==> src/rtl/result_output_stage.sv <==
// Registered output stage: encodes error/overflow as a status, zeroes flagged results
// and buffers them in a DEPTH-entry valid/ready FIFO. Optional counters: STATUS_CNT_EN.
module result_output_stage #(
  parameter int BITS  = 32,
  parameter int DEPTH = 2,
  parameter int CNT_W = 8
) (
  input  logic                       i_clk,
  input  logic                       i_rsn,
  input  logic                       i_valid,
  output logic                       o_ready,
  input  logic [BITS-1:0]            i_arg_result,
  input  logic                       i_error,
  input  logic                       i_overflow,
  input  logic [1:0]                 i_op,
  output logic                       o_valid,
  input  logic                       i_ready,
  output logic [BITS-1:0]            o_result,
  output logic [1:0]                 o_op,
  output logic [1:0]                 o_status,
  output logic [$clog2(DEPTH):0]     o_count,
  input  logic                       i_cnt_clr,
  output logic [CNT_W-1:0]           o_err_cnt,
  output logic [CNT_W-1:0]           o_ovf_cnt
);
  localparam int AW = $clog2(DEPTH);
  localparam int CW = AW + 1;
  localparam logic [1:0] ST_OK  = 2'b00;
  localparam logic [1:0] ST_ERR = 2'b01;
  localparam logic [1:0] ST_OVF = 2'b10;

  typedef struct packed {
    logic [BITS-1:0] result;
    logic [1:0]      op;
    logic [1:0]      status;
  } entry_t;

  entry_t [DEPTH-1:0] mem;
  entry_t             entry_in, head, hold_q;
  logic [AW-1:0]      wr_ptr, rd_ptr;
  logic [CW-1:0]      count;
  logic               push, pop;

  assign o_ready = (count != CW'(DEPTH));
  assign o_valid = (count != '0);
  assign o_count = count;
  assign push    = i_valid & o_ready;
  assign pop     = o_valid & i_ready;

  // Error outranks overflow; any flagged result is stored as zero so X never escapes.
  always_comb begin
    entry_in.op     = i_op;
    entry_in.status = i_error ? ST_ERR : (i_overflow ? ST_OVF : ST_OK);
    entry_in.result = (entry_in.status == ST_OK) ? i_arg_result : '0;
  end

  for (genvar g = 0; g < DEPTH; g++) begin : g_entry
    always_ff @(posedge i_clk) begin
      if (push && wr_ptr == AW'(g)) mem[g] <= entry_in;
    end
  end

  always_ff @(posedge i_clk or negedge i_rsn) begin
    if (!i_rsn) begin
      wr_ptr <= '0;
      rd_ptr <= '0;
      count  <= '0;
    end else begin
      if (push) wr_ptr <= wr_ptr + 1'b1;
      if (pop)  rd_ptr <= rd_ptr + 1'b1;
      count <= count + CW'(push) - CW'(pop);
    end
  end

  assign head = mem[rd_ptr];

  // Last shown head, so outputs hold when the FIFO drains and read 0 after reset.
  always_ff @(posedge i_clk or negedge i_rsn) begin
    if (!i_rsn)       hold_q <= '0;
    else if (o_valid) hold_q <= head;
  end

  assign o_result = o_valid ? head.result : hold_q.result;
  assign o_op     = o_valid ? head.op     : hold_q.op;
  assign o_status = o_valid ? head.status : hold_q.status;

`ifdef STATUS_CNT_EN
  logic [CNT_W-1:0] err_q, ovf_q;

  always_ff @(posedge i_clk or negedge i_rsn) begin
    if (!i_rsn) begin
      err_q <= '0;
      ovf_q <= '0;
    end else if (i_cnt_clr) begin
      err_q <= '0;
      ovf_q <= '0;
    end else if (push) begin
      if (entry_in.status == ST_ERR && err_q != '1) err_q <= err_q + 1'b1;
      if (entry_in.status == ST_OVF && ovf_q != '1) ovf_q <= ovf_q + 1'b1;
    end
  end

  assign o_err_cnt = err_q;
  assign o_ovf_cnt = ovf_q;
`else
  logic unused_cnt_clr;
  assign unused_cnt_clr = i_cnt_clr;
  assign o_err_cnt = '0;
  assign o_ovf_cnt = '0;
`endif

endmodule

==> config.mk <==
export PLATFORM = sky130hd
export DESIGN_NAME = result_output_stage
export DESIGN_NICKNAME = d
export VERILOG_FILES = /design/src/rtl/result_output_stage.sv
export SDC_FILE = /design/constraint.sdc
export NUM_CORES = 1
export LEC_CHECK = 0
export BUFFER_PORTS_ARGS = -buffer_cell sky130_fd_sc_hd__buf_2
export CAP_MARGIN = 20
export CORE_MARGIN = 5
export CORE_UTILIZATION = 48
export DETAILED_ROUTE_END_ITERATION = 12
export PLACE_DENSITY = 0.75
export RECOVER_POWER = 50
export SYNTH_ARGS = -nofsm -noshare
export SYNTH_HDL_FRONTEND = slang
export SYNTH_SLANG_ARGS = --single-unit
==> constraint.sdc <==
create_clock -name i_clk -period 2.67 [get_ports i_clk]
set_input_delay 0.1335 -clock i_clk [delete_from_list [all_inputs] [get_ports i_clk]]
set_output_delay 0.1335 -clock i_clk [all_outputs]
set_load 0.02 [all_outputs]
# Yosys cells after proc, flatten, opt, wreduce, memory -nomap -nowiden
# Index checks and enable logic that the tools add are counted.
# W data, S select, Z words.
# totals
register_bits,112
input_bits,41
output_inout_bits,56
wordCells,33
# classes
addsub,4
magnitude_cmp,1
eq_ne,1
muxes,8
bitwise,3
reduce_logical,4
# ops
cell,count
$mux W36,2
$mux W32,2
$mux W2,4
$add A1 B1 Y1 const B,2
$add A2 B1 Y2,1
$and A1 B1 Y1,2
$logic_and A1 B1 Y1,2
$logic_not A2 Y1,1
$lt A1 B2 Y1 const B,1
$ne A2 B2 Y1 const B,1
$reduce_bool A2 Y1,1
$sub A2 B1 Y2,1
$not A1 Y1,1

# Depth between registers and ports, before layout
# logic_depth
depth_word,4
depth_mapped,6

# Worst setup path after synthesis
# No wires, ideal clock.
# synth_timing
path_type,reg2reg
start,register count[0] (netlist: o_count[0])
end,register mem[0] (netlist name) (enable)
t_arrival_ns,2.488
required_ns,2.241
path_slack_ns,-0.247
path_stages_with_launch,4
period_less_slack_ns,2.917
cell_sequence,dfrtp_1 -> nand2b_1 -> nand2_1 -> nor2_1
# synth_via
elab_chain_len,3
# synth_lines
item,line,source
"start, declared",41,logic [CW-1:0] count;
"start signal, assigned",71,count <= count + CW'(push) - CW'(pop);
$ne A2 B2 Y1,44,assign o_ready = (count != CW'(DEPTH));
via o_ready,11,"output logic o_ready,"
$and A1 B1 Y1,47,assign push = i_valid & o_ready;
$logic_and A1 B1 Y1,59,if (push && wr_ptr == AW'(g)) mem[g] <= entry_in;
"end signal, assigned by index",59,
"end, declared",38,entry_t [DEPTH-1:0] mem;
# The timed path passes the listed nets, and every way through them passes these cells.
# A chain may end at the register's enable or synchronous reset.

# Worst setup path in the final report
# layout_timing
start,register count[0] (netlist: o_count[0])
end,output port o_result[13]
# layout_via
elab_chain_len,2
# layout_lines
item,line,source
$reduce_bool A2 Y1,45,assign o_valid = (count != '0);
$mux W32,83,assign o_result = o_valid ? head.result : hold_q.result;
"end, declared",18,"output logic [BITS-1:0] o_result,"
# No other way between the ends.

==> run metrics <==
Synth cell types 22; Starting Density between 40% and 50%; Avg Cell Area, Syn 14.6 µm²; simple logic cell fraction of the synthesized area 9.08%; CTS buffer count 9; first-pass GRT wire length ~13000 µm; share of layout cells above drive strength 1 about a quarter; core footprint between 9000 and 10000 µm²; Levels on crit path 5; Worst slew margin under 10%; Reg power frac 44.0%; Post-Synth Adder-Cell Area less than 1%; Pwr Density 1200 nW/µm²; worst hold slack 46.1 ps; total grt overflow 0; Reg2Reg Depth 4; post-route minimum period around 2400 ps; Port Buf Inserts 79; worst path bufs/invs 2; clk slew on worst S/H paths ~100 ps; Synth Instances 302; P_sw ~0.0024 W; slowest stage delay, CP slightly above 600 ps; most common cell after layout, fill and taps aside buf_2; highest achievable clock rate roughly 0.42 GHz; clock buffer depth 2; drt wl/cell between 15 and 20 µm; Syn-to-layout area delta 15.4%; startpoint types flip-flop; drt first pass iters 4; clk root buf clkbuf_8; Final Net Count 430; CP required 2540 ps; Cell Area, Synth approximately 4400 µm²; Final Cycle Share 89.5%; Critical Path Source o_count[0]$_DFF_PN0_; Post-route DRC 0; H-tree depth 3; Tot GR Track Use 14.6%; crit end category primary output; Leakage Power roughly 2.1 nW; max_cap viols 0; Final Hold Fails 0; Data arrival, critical path between 2000 and 2500 ps; Setup Viol. Count Final 0; CTS tree built; largest family of logic cells by synthesized area simple AND/OR/NAND/NOR gates; post-synthesis mux area share between 8 and 9%; initial antenna violation count 0; Pint 0.00370 W; crit path kind flip-flop to primary output; Yosys warnings 0; DP Worst Slack between 600 and 700 ps; post-synthesis compound-gate area fraction 4.74%; Final Max Slew Viols 0; post-cts gate resize count 0; CP Cell Sequence or2_2, buf_4, nor2_1, a21oi_1, buf_2; Rows 35; Via density 4.89; combinational share of power between 40% and 50%; drt initial violations 99; Die Y 106 µm; CP Max Fanout 37; I/O pin cnt slightly below 100; largest delay contributor family on the critical path simple AND/OR/NAND/NOR gates; Clock Sinks about 110; RD Place Congestion roughly 0.73; worst clock skew between 20 and 25 ps; fill count about 780; pin count of the biggest net entering global routing 41; Clk Latency, worst-skew pair 370 ps; worst r2r src o_count[0]$_DFF_PN0_; HPWL after DPL approximately 5000 µm; diode count 0; TNS Setup 0 ps; Worst Hold Class input pin to flip-flop; FF+latch count, synth roughly 110; Peak supply drop approximately 0.60 mV; routed vias 2467; die footprint ~11000 µm²; Crit-path slowest cell or2_2; RSZ-0062 raised after global routing false; Post-CTS Setup Repair Bufs 0; switch share approximately two fifths; Final WS setup approximately 280 ps; Critical Path Sink o_result[13]; status completed; Clk network pwr share between 10% and 20%; die width 106 µm; DRT Wirelength approximately 7800 µm; sequential element share of the synthesized area a little under three quarters; Critical R2R Capture mem[22]$_DFFE_PP_; Post-Synth XOR/XNOR Area less than 1%; Post-DRT Antenna Nets 0; vias in the first global route ~2500; worst reg-to-reg setup slack roughly 600 ps; most frequent cells in the layout buf_2, edfxtp_1, dfrtp_1; Worst-Margin Slew roughly 1400 ps
power groups by stage:
stage / registers [W] / logic (W) / clock network (W)
2_1_floorplan: 0.00267 / 0.00184 / 0
3_3_place_gp: 0.00271 / 0.00248 / 0
3_5_place_dp: 0.00275 / 0.00253 / 0
4_1_cts: 0.00271 / 0.00254 / 0.000982
5_1_grt: 0.00275 / 0.00272 / 0.00106
6_report: 0.00270 / 0.00249 / 0.000943
Yosys cell counts (all sizes together):
cell type,number,area share (%)
edfxtp,72,49
dfrtp,40,23
nor2,39,3.3
a21oi,37,4.2
mux2i,36,8.2
and2,32,4.5
buf,28,5.1
clkbuf,3,0.26
xnor2,3,0.60
a311oi,2,0.54
nand2,2,0.17
and2b,1,0.17
and3,1,0.17
and4bb,1,0.28
conb,1,0.085
ha,1,0.28
nand2b,1,0.14
nor2b,1,0.14
or2,1,0.14
flip-flops by register name, summed over array words and instances, names as in the netlist:
name	cells
wr_ptr	1
hold_q	36
mem	72
rd_ptr	1
o_count	2
worst register-to-register path, delay by kind of cell, from the launching register on:
| kind | cells | cell delay, ps |
|---|---|---|
| buffers and inverters | 1 | 280 |
| flip-flops | 1 | 480 |
| AND/OR/NAND/NOR | 3 | 1010 |
per-stage QoR:
stage / instances / util, % / area [µm²] / total power [W]
2_1_floorplan: 317 / - / 4470 / 0.00451
3_3_place_gp: 483 / 53.3 / 4850 / 0.00519
3_5_place_dp: 483 / 53.3 / 4850 / 0.00528
4_1_cts: 503 / 55.8 / 5080 / 0.00623
5_1_grt: 504 / 55.9 / 5090 / 0.00653
6_report: 504 / 55.9 / 5090 / 0.00613
layer usage:
| layer | vias up | GRT usage [%] | share of wire (%) |
|---|---|---|---|
| li1 | 1204 | - | - |
| met1 | 1183 | 17.7 | 43 |
| met2 | 71 | 25.4 | 50 |
| met3 | 9 | 3.12 | 5.1 |
| met4 | 0 | 5.83 | 1.7 |
| met5 | - | 0 | 0 |
timing repair:
action | 4_1_cts | 5_1_grt
setup endpoints to repair | 0 | 0
hold buffers | 4 | 0
endpoints found under the hold margin | 46 | 0
logic make-up after synthesis:
logic type               Yosys count
AO/OA/AOI/OAI                     39
XOR/XNOR                           3
adder cells (fa/ha/maj)            1
buffers and inverters             31
flip-flops                       112
multiplexers                      36
other                              1
AND/OR/NAND/NOR                   79
area by class of cell:
cell class	count	area [µm²]	area share [%]
repair buffers	91	529	10.4
clock inverters	6	50.0	0.983
multi-input cells	174	1070	21.0
clock buffers	10	138	2.70
flip-flops and latches	112	3160	62.2
well taps	111	139	2.73
worst min path at each step:
stage	slack (ps)	endpoint	start	depth (start not counted)
6_report	50	rd_ptr$_DFFE_PN0P_	i_ready	3
5_1_grt	50	mem[18]$_DFFE_PP_	i_arg_result[14]	2
4_1_cts	30	rd_ptr$_DFFE_PN0P_	i_ready	3
3_5_place_dp	320	mem[39]$_DFFE_PP_	i_op[1]	1
3_3_place_gp	330	mem[39]$_DFFE_PP_	i_op[1]	1
2_1_floorplan	-160	hold_q[0]$_DFFE_PN0N_	i_rsn	0
No activity file was read; power rests on OpenSTA's default activity.
